<file path="config.mk">
export PLATFORM = sky130hd
export DESIGN_NAME = uart_morse_dispatcher
export DESIGN_NICKNAME = d
export VERILOG_FILES = /design/src/rtl/uart_morse_dispatcher.sv
export SDC_FILE = /design/constraint.sdc
export NUM_CORES = 1
export LEC_CHECK = 0
export ABC_CLOCK_PERIOD_IN_PS = 3400
export BUFFER_PORTS_ARGS = -buffer_cell sky130_fd_sc_hd__buf_4
export CORE_UTILIZATION = 60
export CTS_BUF_LIST = sky130_fd_sc_hd__clkbuf_4
export DETAILED_ROUTE_END_ITERATION = 8
export MAX_ROUTING_LAYER = met4
export PLACE_DENSITY = 0.8
export SLEW_MARGIN = 40
export SYNTH_ARGS = -nofsm -noshare
export SYNTH_HDL_FRONTEND = slang
export SYNTH_SLANG_ARGS = --single-unit
</file>
<file path="constraint.sdc">
create_clock -name clk_i -period 3.4 [get_ports clk_i]
set_input_delay 0.51 -clock clk_i [delete_from_list [all_inputs] [get_ports clk_i]]
set_output_delay 0.51 -clock clk_i [all_outputs]
set_load 0.02 [all_outputs]
</file>
<file path="src/rtl/uart_morse_dispatcher.sv">
// ============================================================================
// Module      : uart_morse_dispatcher
// Description : Queues received UART bytes and hands them one at a time to a
//               morse generator, with display history, gap and timeout control.
// Revision    : 1.0 - initial release
// ============================================================================
`default_nettype none

module uart_morse_dispatcher #(
    parameter int WORD_BITS      = 8,
    parameter int FIFO_ADDR_BITS = 3,
    parameter int HIST_BYTES     = 2,
    parameter int GAP_CYCLES     = 60_000_000,
    parameter int TIMEOUT_CYCLES = 200_000_000,
    parameter int FILTER_CTRL    = 1
) (
    input  logic                             clk_i,
    input  logic                             reset_ni,
    input  logic [WORD_BITS-1:0]             rx_data_i,
    input  logic                             rx_done_i,
    input  logic                             morse_done_i,
    input  logic                             mode_i,
    input  logic                             clear_i,
    output logic [WORD_BITS-1:0]             morse_ascii_o,
    output logic                             morse_en_o,
    output logic [HIST_BYTES*WORD_BITS-1:0]  hist_o,
    output logic [FIFO_ADDR_BITS:0]          fifo_count_o,
    output logic                             busy_o,
    output logic                             overflow_o,
    output logic                             timeout_o
);

    localparam int c_DEPTH  = 2**FIFO_ADDR_BITS;
    localparam int c_HIST_W = HIST_BYTES*WORD_BITS;
    localparam int c_TMAX   = (GAP_CYCLES > TIMEOUT_CYCLES) ? GAP_CYCLES : TIMEOUT_CYCLES;
    localparam int c_TW     = (c_TMAX > 2) ? $clog2(c_TMAX) : 1;

    localparam logic [FIFO_ADDR_BITS:0] c_FULL     = (FIFO_ADDR_BITS+1)'(c_DEPTH);
    localparam logic [c_TW-1:0]         c_TO_LAST  = c_TW'((TIMEOUT_CYCLES > 0) ? TIMEOUT_CYCLES-1 : 0);
    localparam logic [c_TW-1:0]         c_GAP_LAST = c_TW'((GAP_CYCLES > 0) ? GAP_CYCLES-1 : 0);

    typedef enum logic [1:0] {
        S_IDLE  = 2'd0,
        S_ISSUE = 2'd1,
        S_WAIT  = 2'd2,
        S_GAP   = 2'd3
    } state_t;

    state_t                      r_state;
    logic [c_TW-1:0]             r_timer;
    logic [WORD_BITS-1:0]        r_ascii;
    logic                        r_en;
    logic                        r_timeout;
    logic                        r_overflow;
    logic [c_HIST_W-1:0]         r_hist;
    logic [WORD_BITS-1:0]        r_mem [c_DEPTH];
    logic [FIFO_ADDR_BITS-1:0]   r_wr_ptr;
    logic [FIFO_ADDR_BITS-1:0]   r_rd_ptr;
    logic [FIFO_ADDR_BITS:0]     r_count;

    logic w_is_ctrl;
    logic w_push_req;
    logic w_full;
    logic w_pop;
    logic w_push_ok;

    assign w_is_ctrl  = (rx_data_i < WORD_BITS'(32)) || (rx_data_i == WORD_BITS'(127));
    assign w_push_req = rx_done_i && !mode_i && !((FILTER_CTRL != 0) && w_is_ctrl) && !clear_i;
    assign w_full     = (r_count == c_FULL);
    assign w_pop      = (r_state == S_IDLE) && (r_count != '0) && !clear_i;
    // A full queue still accepts a byte when the head leaves on the same edge.
    assign w_push_ok  = w_push_req && (!w_full || w_pop);

    always_ff @(posedge clk_i) begin
        if (w_push_ok) begin
            r_mem[r_wr_ptr] <= rx_data_i;
        end
    end

    always_ff @(posedge clk_i or negedge reset_ni) begin
        if (!reset_ni) begin
            r_wr_ptr   <= '0;
            r_rd_ptr   <= '0;
            r_count    <= '0;
            r_overflow <= 1'b0;
        end else if (clear_i) begin
            r_wr_ptr   <= '0;
            r_rd_ptr   <= '0;
            r_count    <= '0;
            r_overflow <= 1'b0;
        end else begin
            if (w_push_ok) begin
                r_wr_ptr <= r_wr_ptr + FIFO_ADDR_BITS'(1);
            end
            if (w_pop) begin
                r_rd_ptr <= r_rd_ptr + FIFO_ADDR_BITS'(1);
            end
            if (w_push_req && !w_push_ok) begin
                r_overflow <= 1'b1;
            end
            if (w_push_ok && !w_pop) begin
                r_count <= r_count + (FIFO_ADDR_BITS+1)'(1);
            end else if (w_pop && !w_push_ok) begin
                r_count <= r_count - (FIFO_ADDR_BITS+1)'(1);
            end
        end
    end

    // History follows every received byte, independent of mode and filtering.
    always_ff @(posedge clk_i or negedge reset_ni) begin
        if (!reset_ni) begin
            r_hist <= '0;
        end else if (clear_i) begin
            r_hist <= '0;
        end else if (rx_done_i) begin
            r_hist <= (r_hist << WORD_BITS) | c_HIST_W'(rx_data_i);
        end
    end

    always_ff @(posedge clk_i or negedge reset_ni) begin
        if (!reset_ni) begin
            r_state   <= S_IDLE;
            r_timer   <= '0;
            r_ascii   <= '0;
            r_en      <= 1'b0;
            r_timeout <= 1'b0;
        end else if (clear_i) begin
            r_state   <= S_IDLE;
            r_timer   <= '0;
            r_en      <= 1'b0;
            r_timeout <= 1'b0;
        end else begin
            r_en <= 1'b0;
            case (r_state)
                S_IDLE: begin
                    if (w_pop) begin
                        r_ascii <= r_mem[r_rd_ptr];
                        r_en    <= 1'b1;
                        r_state <= S_ISSUE;
                    end
                end
                S_ISSUE: begin
                    r_timer <= '0;
                    r_state <= S_WAIT;
                end
                S_WAIT: begin
                    if (morse_done_i || (r_timer == c_TO_LAST)) begin
                        if (!morse_done_i) begin
                            r_timeout <= 1'b1;
                        end
                        r_timer <= '0;
                        r_state <= (GAP_CYCLES == 0) ? S_IDLE : S_GAP;
                    end else begin
                        r_timer <= r_timer + c_TW'(1);
                    end
                end
                S_GAP: begin
                    if (r_timer == c_GAP_LAST) begin
                        r_timer <= '0;
                        r_state <= S_IDLE;
                    end else begin
                        r_timer <= r_timer + c_TW'(1);
                    end
                end
                default: begin
                    r_state <= S_IDLE;
                end
            endcase
        end
    end

    assign morse_ascii_o = r_ascii;
    assign morse_en_o    = r_en;
    assign hist_o        = r_hist;
    assign fifo_count_o  = r_count;
    assign busy_o        = (r_state != S_IDLE);
    assign overflow_o    = r_overflow;
    assign timeout_o     = r_timeout;

endmodule

`default_nettype wire

</file>
==> flow_results.xml, run 1 <==
<?xml version="1.0" encoding="UTF-8"?>
<metrics>
  <group name="status">
    <metric name="outcome" unit="">finished, final reports clean</metric>
  </group>
  <group name="power_and_ir_drop">
    <metric name="internal-power" unit="W">0.00287</metric>
    <metric name="ir_drop" unit="mV">0.456</metric>
    <metric name="power.density_cell_area" unit="nW/um^2">636</metric>
    <metric name="seqPwrFrac" unit="">0.451</metric>
    <metric name="p_leak" unit="nW">2.68</metric>
    <metric name="power_frac_clock" unit="">0.284</metric>
    <metric name="p_switching" unit="W">0.00137</metric>
    <metric name="p_sw_frac" unit="">0.323</metric>
    <metric name="p_comb_frac" unit="">0.265</metric>
  </group>
  <group name="sta">
    <metric name="relSlewSlack" unit="">0.461</metric>
    <metric name="max_clock_freq" unit="MHz">350</metric>
    <metric name="shortest_clock_period_the_worst_path_allows_after_layout" unit="ns">2.86</metric>
    <metric name="fin_crit_sh" unit="">0.841</metric>
    <metric name="rsz0062_at_grt" unit="">no</metric>
    <metric name="setup_total_negative_slack" unit="ns">0</metric>
    <metric name="number_of_hold_slack_violations_in_the_final_timing_report" unit="">0</metric>
    <metric name="report.final.setup_viol" unit="">0</metric>
    <metric name="hold_ws" unit="ns">0.236</metric>
    <metric name="drv_slew" unit="">0</metric>
    <metric name="worst-slew-pin-transition" unit="ns">0.808</metric>
    <metric name="clock-skew-final" unit="ns">0.0255</metric>
    <metric name="post-route-worst-setup-slack" unit="ns">0.542</metric>
  </group>
  <group name="clock_tree">
    <metric name="path_clk_slew" unit="ns">0.13</metric>
    <metric name="cts_buffers" unit="">17</metric>
    <metric name="clock_tree_from_tritoncts" unit="">built</metric>
    <metric name="worstSkewPairLatency" unit="ns">0.53</metric>
    <metric name="cts-root-buf" unit="">sky130_fd_sc_hd__clkbuf_4</metric>
    <metric name="htree_levels" unit="">4</metric>
    <metric name="clk_path_buf_depth" unit="">2</metric>
    <metric name="tritoncts_num_sinks" unit="">131</metric>
  </group>
  <group name="grt">
    <metric name="overflow" unit="">0</metric>
    <metric name="via_count_of_the_first_global_routing_pass" unit="">3632</metric>
    <metric name="grt_pass1_wl" unit="mm">18.9</metric>
    <metric name="all_layer_global_routing_usage" unit="">0.263</metric>
    <metric name="grt_start_max_net_pins" unit="">68</metric>
    <metric name="antenna_found_initial" unit="">0</metric>
  </group>
  <group name="critical_path">
    <metric name="critical_path.max_fanout" unit="">5</metric>
    <metric name="worst_ep_required_time" unit="ns">3.80</metric>
    <metric name="worst_r2r_path_depth" unit="">12</metric>
    <metric name="startpoint_type" unit="">flop</metric>
    <metric name="timing.critical_path.arrival" unit="ns">3.26</metric>
    <metric name="timing.setup.critical_path_class" unit="">reg2reg</metric>
    <metric name="end_kind" unit="">flop</metric>
  </group>
  <group name="min_path">
    <metric name="timing.hold.worst.class" unit="">in2reg</metric>
    <metric name="holdPathStages" unit="">1</metric>
  </group>
  <group name="final_layout">
    <metric name="mostFrequentLayoutCells" unit="">67 x sky130_fd_sc_hd__dfrtp_1, 64 x sky130_fd_sc_hd__edfxtp_1, 56 x sky130_fd_sc_hd__buf_4</metric>
    <metric name="multi_input_comb_area" unit="um^2">2100</metric>
    <metric name="final_cell_count_no_fill" unit="">643</metric>
    <metric name="final_antenna_diode_count" unit="">0</metric>
    <metric name="layout_commonest_cell" unit="">sky130_fd_sc_hd__dfrtp_1</metric>
    <metric name="register_area" unit="um^2">3600</metric>
    <metric name="syn2layout_area_growth" unit="%">14.0</metric>
    <metric name="layout-drive-gt1-share" unit="">0.228</metric>
    <metric name="fillerInstances" unit="">660</metric>
    <metric name="design.final.nets" unit="">525</metric>
  </group>
  <group name="die">
    <metric name="design.core.area" unit="um^2">9370</metric>
    <metric name="start_util" unit="">0.625</metric>
    <metric name="full_die_area" unit="um^2">10200</metric>
    <metric name="die_h" unit="um">101</metric>
    <metric name="die_width" unit="um">101</metric>
    <metric name="placementRows" unit="">35</metric>
    <metric name="io_pins" unit="">46</metric>
  </group>
  <group name="synthesis">
    <metric name="number_of_enable_type_register_cells_in_the_synthesized_netlist" unit="">64</metric>
    <metric name="synth_flop_cell" unit="">sky130_fd_sc_hd__dfrtp_1</metric>
    <metric name="number_of_distinct_library_cell_variants_in_the_gate_level_netlist_after_synthesis" unit="">50</metric>
    <metric name="post_synth_instance_area" unit="um^2">5860</metric>
    <metric name="yosys_register_bits" unit="">131</metric>
    <metric name="synthesis.yosys.warnings" unit="">0</metric>
    <metric name="seq_area_frac_synth" unit="">0.614</metric>
    <metric name="postSynthCellCount" unit="">446</metric>
    <metric name="syn_area_per_cell" unit="um^2">13.1</metric>
    <metric name="synth_async_sr_flop_share" unit="">0.511</metric>
    <metric name="synth_nets" unit="">470</metric>
  </group>
  <group name="place">
    <metric name="dp_cells" unit="">610</metric>
    <metric name="port_buffers" unit="">45</metric>
    <metric name="placement.setup.worst_slack" unit="ns">0.534</metric>
    <metric name="gpl.final_weighted_congestion" unit="">0.821</metric>
    <metric name="dp_hpwl" unit="mm">7.65</metric>
  </group>
  <group name="drt">
    <metric name="wl" unit="mm">11.7</metric>
    <metric name="final_antenna_net_count" unit="">0</metric>
    <metric name="detail_route.vias_per_cell" unit="">5.82</metric>
    <metric name="post_drt_wl_per_cell" unit="um">18.3</metric>
    <metric name="post-route-drc-count" unit="">0</metric>
    <metric name="detailroute.via_count" unit="">3743</metric>
    <metric name="detail_route.iter0.violations" unit="">202</metric>
    <metric name="drt-pass1-iter-count" unit="">5</metric>
  </group>
  <group name="run">
    <metric name="count_of_max_cap_constraint_violations" unit="">0</metric>
  </group>
</metrics>
-- synth_stat cells, types with 2 or more instances --
master	instances	area share
sky130_fd_sc_hd__dfrtp_1	67	0.29
sky130_fd_sc_hd__edfxtp_1	64	0.33
sky130_fd_sc_hd__nor2_1	50	0.032
sky130_fd_sc_hd__nand2_1	42	0.027
sky130_fd_sc_hd__mux2i_1	30	0.051
sky130_fd_sc_hd__o21ai_0	22	0.019
sky130_fd_sc_hd__mux4_2	16	0.061
sky130_fd_sc_hd__xor2_1	15	0.022
sky130_fd_sc_hd__xnor2_1	13	0.019
sky130_fd_sc_hd__inv_1	12	0.0077
sky130_fd_sc_hd__nand3_1	12	0.010
sky130_fd_sc_hd__nor3_1	10	0.0085
sky130_fd_sc_hd__clkbuf_1	9	0.0058
sky130_fd_sc_hd__ha_1	9	0.019
sky130_fd_sc_hd__and3_1	8	0.0085
sky130_fd_sc_hd__nand4_1	7	0.0075
sky130_fd_sc_hd__a21oi_1	6	0.0051
sky130_fd_sc_hd__buf_2	4	0.0034
sky130_fd_sc_hd__buf_6	4	0.0077
sky130_fd_sc_hd__nor3b_1	4	0.0051
sky130_fd_sc_hd__nor4_1	4	0.0043
sky130_fd_sc_hd__nor4b_1	3	0.0045
sky130_fd_sc_hd__a211oi_1	2	0.0026
sky130_fd_sc_hd__and2_1	2	0.0021
sky130_fd_sc_hd__and4_1	2	0.0030
sky130_fd_sc_hd__buf_1	2	0.0013
sky130_fd_sc_hd__nor2_2	2	0.0021
sky130_fd_sc_hd__o211ai_1	2	0.0026
sky130_fd_sc_hd__o21a_1	2	0.0026
-- repair_timing --
| item | 4_1_cts | 5_1_grt |
|---|---|---|
| gates resized for setup | 0 | 0 |
| endpoints found under the hold margin | 0 | 38 |
| hold buffers | 0 | 1 |
| setup buffers | 0 | 0 |
-- metrics by stage --
stage,power (W),area (um^2),utilization
after detailed placement,0.00306,6320,0.675
final,0.00425,6680,0.713
after global routing,0.00444,6680,0.713
after global placement,0.00302,6320,0.675
after floorplan,0.00272,5860,-
after CTS,0.00426,6660,0.711
-- per-layer routing --
layer | wire, um | part of all wire | track usage
met1 | 5220 | 0.44 | 0.373
met2 | 5500 | 0.47 | 0.377
met3 | 885 | 0.075 | 0.0680
met4 | 148 | 0.013 | 0.0814
met5 | 0 | 0 | -
-- critical path: stages (launching register included) --
cell and delay [ns]:
sky130_fd_sc_hd__dfrtp_1 0.42, sky130_fd_sc_hd__inv_1 0.10, sky130_fd_sc_hd__ha_1 0.21, sky130_fd_sc_hd__inv_1 0.10
sky130_fd_sc_hd__o211ai_1 0.39, sky130_fd_sc_hd__nand3_1 0.22, sky130_fd_sc_hd__ha_1 0.33, sky130_fd_sc_hd__a21o_1 0.19
sky130_fd_sc_hd__a21oi_1 0.30, sky130_fd_sc_hd__nand2_1 0.14, sky130_fd_sc_hd__o32ai_2 0.15, sky130_fd_sc_hd__xnor2_1 0.15
sky130_fd_sc_hd__nor2_1 0.05
-- flip-flops by register name (all words and copies together) (netlist names) --
| register | cells |
|---|---|
| timeout_o | 1 |
| overflow_o | 1 |
| r_rd_ptr | 3 |
| morse_en_o | 1 |
| morse_ascii_o | 8 |
| r_mem | 64 |
| r_wr_ptr | 3 |
| fifo_count_o | 4 |
| r_state | 2 |
| hist_o | 16 |
| r_timer | 28 |
-- path summary, 6_finish.rpt --
path	to	slack, ns	startpoint
max in group asynchronous	hist_o[5]	2.43	reset_ni
min in group asynchronous	morse_ascii_o[2]	0.53	reset_ni
worst min register to register	morse_ascii_o[7]	0.49	morse_ascii_o[7]
worst max-delay path	fifo_count_o[3]	0.54	r_state[0]
worst max register to register	fifo_count_o[3]	0.54	r_state[0]
worst min-delay path	r_mem[5][3]	0.24	rx_data_i[3]
-- layout make-up --
| type | instances | share of cell area |
|---|---|---|
| multi-input combinational | 281 | 0.314 |
| clock buffer | 18 | 0.0202 |
| sequential | 131 | 0.539 |
| inverter | 12 | 0.00674 |
| timing repair buffer | 58 | 0.0661 |
| tap | 129 | 0.0242 |
| clock inverter | 14 | 0.0303 |
-- logic make-up (layout without fill, tap and decap cells) --
family	after synthesis	in the layout	synth area share
AO/OA/AOI/OAI	43	43	0.0493
XOR/XNOR	28	28	0.0418
adder cells (fa/ha/maj)	10	10	0.0226
buffers and inverters	34	102	0.0305
flip-flops	131	131	0.614
multiplexers	46	46	0.113
AND/OR/NAND/NOR	154	154	0.129
-- power by group through the flow --
stage                     sequential, W  clock (W)  combinational (W)
after global routing            0.00193    0.00128            0.00123
after detailed placement        0.00195          0            0.00111
after CTS                       0.00192    0.00122            0.00112
final                           0.00191    0.00121            0.00113
after floorplan                 0.00197          0           0.000747
after global placement          0.00194          0            0.00108
(Power assumes the default switching activity.)
==> inputs of run 2 (changes only) <==
- ABC_CLOCK_PERIOD_IN_PS: 3400 -> 2600
- CORE_UTILIZATION: 60 -> 56
- PLACE_DENSITY: 0.8 -> 0.78
- clock period: 3.4 -> 2.6 ns (I/O delays scaled with it)
==> run 2 against run 1 <==
Against the previous run:
- flip-flop and latch count unchanged
- global-route usage decreased by 3.3 points
- clock power about the same
- sequential share of layout area down 0.053 points
- register-to-register slack got worse by 0.38 ns
- design area increased by 0.17%
- critical path depth down 1
- cell count rose by 2.3%
- fmax rose by 17%
- critical path type unchanged
- via count shrank 1.7%
- core utilization shrank 4.1 points
- wire length shrank 2.7%
==> flow_results.xml, run 2 (synthesized netlist as in run 1, its figures left out) <==
<?xml version="1.0" encoding="UTF-8"?>
<metrics>
  <group name="clock_tree">
    <metric name="tritoncts_num_sinks" unit="">131</metric>
    <metric name="worstSkewPairLatency" unit="ns">0.50</metric>
    <metric name="htree_levels" unit="">4</metric>
    <metric name="path_clk_slew" unit="ns">0.12</metric>
    <metric name="postCtsSetupRepairBufs" unit="">0</metric>
    <metric name="cts_buffers" unit="">17</metric>
    <metric name="clk_path_buf_depth" unit="">2</metric>
    <metric name="clock_tree_from_tritoncts" unit="">built</metric>
    <metric name="cts-root-buf" unit="">sky130_fd_sc_hd__clkbuf_4</metric>
  </group>
  <group name="drt">
    <metric name="detailroute.via_count" unit="">3680</metric>
    <metric name="drt-pass1-iter-count" unit="">4</metric>
    <metric name="wl" unit="mm">11.4</metric>
    <metric name="detail_route.iter0.violations" unit="">253</metric>
    <metric name="post_drt_wl_per_cell" unit="um">17.4</metric>
    <metric name="final_antenna_net_count" unit="">0</metric>
    <metric name="detail_route.vias_per_cell" unit="">5.59</metric>
    <metric name="post-route-drc-count" unit="">0</metric>
  </group>
  <group name="sta">
    <metric name="shortest_clock_period_the_worst_path_allows_after_layout" unit="ns">2.44</metric>
    <metric name="max_clock_freq" unit="MHz">409</metric>
    <metric name="fin_crit_sh" unit="">0.939</metric>
    <metric name="hold_ws" unit="ns">0.133</metric>
    <metric name="post-route-worst-setup-slack" unit="ns">0.157</metric>
    <metric name="drv_slew" unit="">0</metric>
    <metric name="rsz0062_at_grt" unit="">no</metric>
    <metric name="setup_total_negative_slack" unit="ns">0</metric>
    <metric name="report.final.setup_viol" unit="">0</metric>
    <metric name="worst-slew-pin-transition" unit="ns">0.778</metric>
    <metric name="clock-skew-final" unit="ns">0.0146</metric>
    <metric name="relSlewSlack" unit="">0.481</metric>
    <metric name="number_of_hold_slack_violations_in_the_final_timing_report" unit="">0</metric>
  </group>
  <group name="critical_path">
    <metric name="startpoint_type" unit="">flop</metric>
    <metric name="worst_ep_required_time" unit="ns">3.00</metric>
    <metric name="rrSetupSlack" unit="ns">0.16</metric>
    <metric name="timing.critical_path.arrival" unit="ns">2.84</metric>
    <metric name="worst_r2r_path_depth" unit="">11</metric>
    <metric name="end_kind" unit="">flop</metric>
    <metric name="worstSetupEndpoint" unit="">fifo_count_o[3]</metric>
    <metric name="timing.setup.critical_path_class" unit="">reg2reg</metric>
    <metric name="worst_r2r_endpoint" unit="">fifo_count_o[3]</metric>
    <metric name="rr_startpoint" unit="">fifo_count_o[1]</metric>
    <metric name="critical_path.max_fanout" unit="">6</metric>
    <metric name="worst_setup_path_startpoint" unit="">fifo_count_o[1]</metric>
  </group>
  <group name="power_and_ir_drop">
    <metric name="p_leak" unit="nW">2.68</metric>
    <metric name="finalPower" unit="W">0.00518</metric>
    <metric name="power.density_cell_area" unit="nW/um^2">775</metric>
    <metric name="ir_drop" unit="mV">0.413</metric>
  </group>
  <group name="die">
    <metric name="design.core.area" unit="um^2">9950</metric>
    <metric name="placementRows" unit="">36</metric>
    <metric name="die_width" unit="um">104</metric>
    <metric name="die_h" unit="um">104</metric>
    <metric name="io_pins" unit="">46</metric>
    <metric name="start_util" unit="">0.589</metric>
    <metric name="full_die_area" unit="um^2">10900</metric>
  </group>
  <group name="final_layout">
    <metric name="layout-drive-gt1-share" unit="">0.253</metric>
    <metric name="layout_commonest_cell" unit="">sky130_fd_sc_hd__buf_4</metric>
    <metric name="register_area" unit="um^2">3600</metric>
    <metric name="fillerInstances" unit="">714</metric>
    <metric name="mostFrequentLayoutCells" unit="">67 x sky130_fd_sc_hd__buf_4, 65 x sky130_fd_sc_hd__dfrtp_1, 64 x sky130_fd_sc_hd__edfxtp_1</metric>
    <metric name="largest_register_ff_count" unit="">64</metric>
    <metric name="final_core_utilization" unit="">0.672</metric>
    <metric name="syn2layout_area_growth" unit="%">14.2</metric>
    <metric name="final_antenna_diode_count" unit="">0</metric>
    <metric name="design.final.nets" unit="">536</metric>
    <metric name="multi_input_comb_area" unit="um^2">2110</metric>
    <metric name="registers.top_by_ff_count" unit="">r_mem</metric>
  </group>
  <group name="grt">
    <metric name="grtUsageMet1" unit="">0.332</metric>
    <metric name="antenna_found_initial" unit="">0</metric>
    <metric name="via_count_of_the_first_global_routing_pass" unit="">3587</metric>
    <metric name="globalRouteMet3Util" unit="">0.0432</metric>
    <metric name="grt_pass1_wl" unit="mm">18.6</metric>
    <metric name="all_layer_global_routing_usage" unit="">0.230</metric>
    <metric name="overflow" unit="">0</metric>
    <metric name="globalRoute.busiestLayer" unit="">met2</metric>
    <metric name="grt_util_met2" unit="">0.340</metric>
    <metric name="grt_start_max_net_pins" unit="">68</metric>
  </group>
  <group name="run">
    <metric name="count_of_max_cap_constraint_violations" unit="">0</metric>
  </group>
  <group name="status">
    <metric name="outcome" unit="">finished, final reports clean</metric>
  </group>
  <group name="place">
    <metric name="port_buffers" unit="">45</metric>
    <metric name="dp_hpwl" unit="mm">7.77</metric>
    <metric name="placement.setup.worst_slack" unit="ns">0.112</metric>
    <metric name="gpl.final_weighted_congestion" unit="">0.860</metric>
  </group>
  <group name="min_path">
    <metric name="timing.hold.worst.class" unit="">in2reg</metric>
  </group>
</metrics>
## run 2: per-layer routing
layer | vias up | wire, um | share of wire
li1 | 1748 | - | -
met1 | 1808 | 5330 | 0.47
met2 | 122 | 5380 | 0.47
met3 | 2 | 686 | 0.060
met4 | 0 | 31 | 0.0027
met5 | - | 0 | 0
## run 2: how the worst min path moves through the flow
| stage | start | endpoint | depth (start not counted) |
|---|---|---|---|
| after CTS | rx_data_i[3] | r_mem[3][3] | 1 |
| after detailed placement | reset_ni | morse_en_o | 1 |
| after global routing | rx_data_i[3] | r_mem[3][3] | 1 |
| after floorplan | reset_ni | fifo_count_o[0] | 0 |
| after global placement | morse_ascii_o[7] | morse_ascii_o[7] | 2 |
| final | rx_data_i[3] | r_mem[3][3] | 1 |
## run 2: what timing repair did
action                                  4_1_cts  5_1_grt
endpoints found under the setup margin        0        1
hold endpoints to repair                     67        0
hold buffers                                  1        0
resized for setup                             0        1
## run 2: worst max-delay path, stage by stage (launching register included)
cell and delay, ns:
sky130_fd_sc_hd__dfrtp_2 0.46, sky130_fd_sc_hd__or3_1 0.39, sky130_fd_sc_hd__o21a_1 0.19, sky130_fd_sc_hd__nand2b_1 0.08, sky130_fd_sc_hd__nand3_1 0.13, sky130_fd_sc_hd__ha_1 0.31
sky130_fd_sc_hd__a21o_1 0.19, sky130_fd_sc_hd__a21oi_2 0.18, sky130_fd_sc_hd__nand2_1 0.08, sky130_fd_sc_hd__o32ai_2 0.13, sky130_fd_sc_hd__xnor2_1 0.14, sky130_fd_sc_hd__nor2_1 0.05
## run 2: area by class of cell
cell class | instances | area share
Clock buffer | 19 | 0.0213
Timing Repair Buffer | 69 | 0.0783
Clock inverter | 13 | 0.0155
Tap cell | 133 | 0.0249
Sequential cell | 131 | 0.538
Inverter | 12 | 0.00673
Multi-Input combinational cell | 281 | 0.315
## run 2: through the flow
step,instance area (um^2),cells
5_1_grt,6690,658
3_3_place_gp,6430,625
6_report,6690,658
2_1_floorplan,5880,446
3_5_place_dp,6430,625
4_1_cts,6690,658
## run 2: power breakdown
group          leakage [nW]  internal, W  switching, W
Sequential             1.48      0.00232      0.000151
Clock                 0.123     0.000412      0.000765
Combinational          1.07     0.000696      0.000839
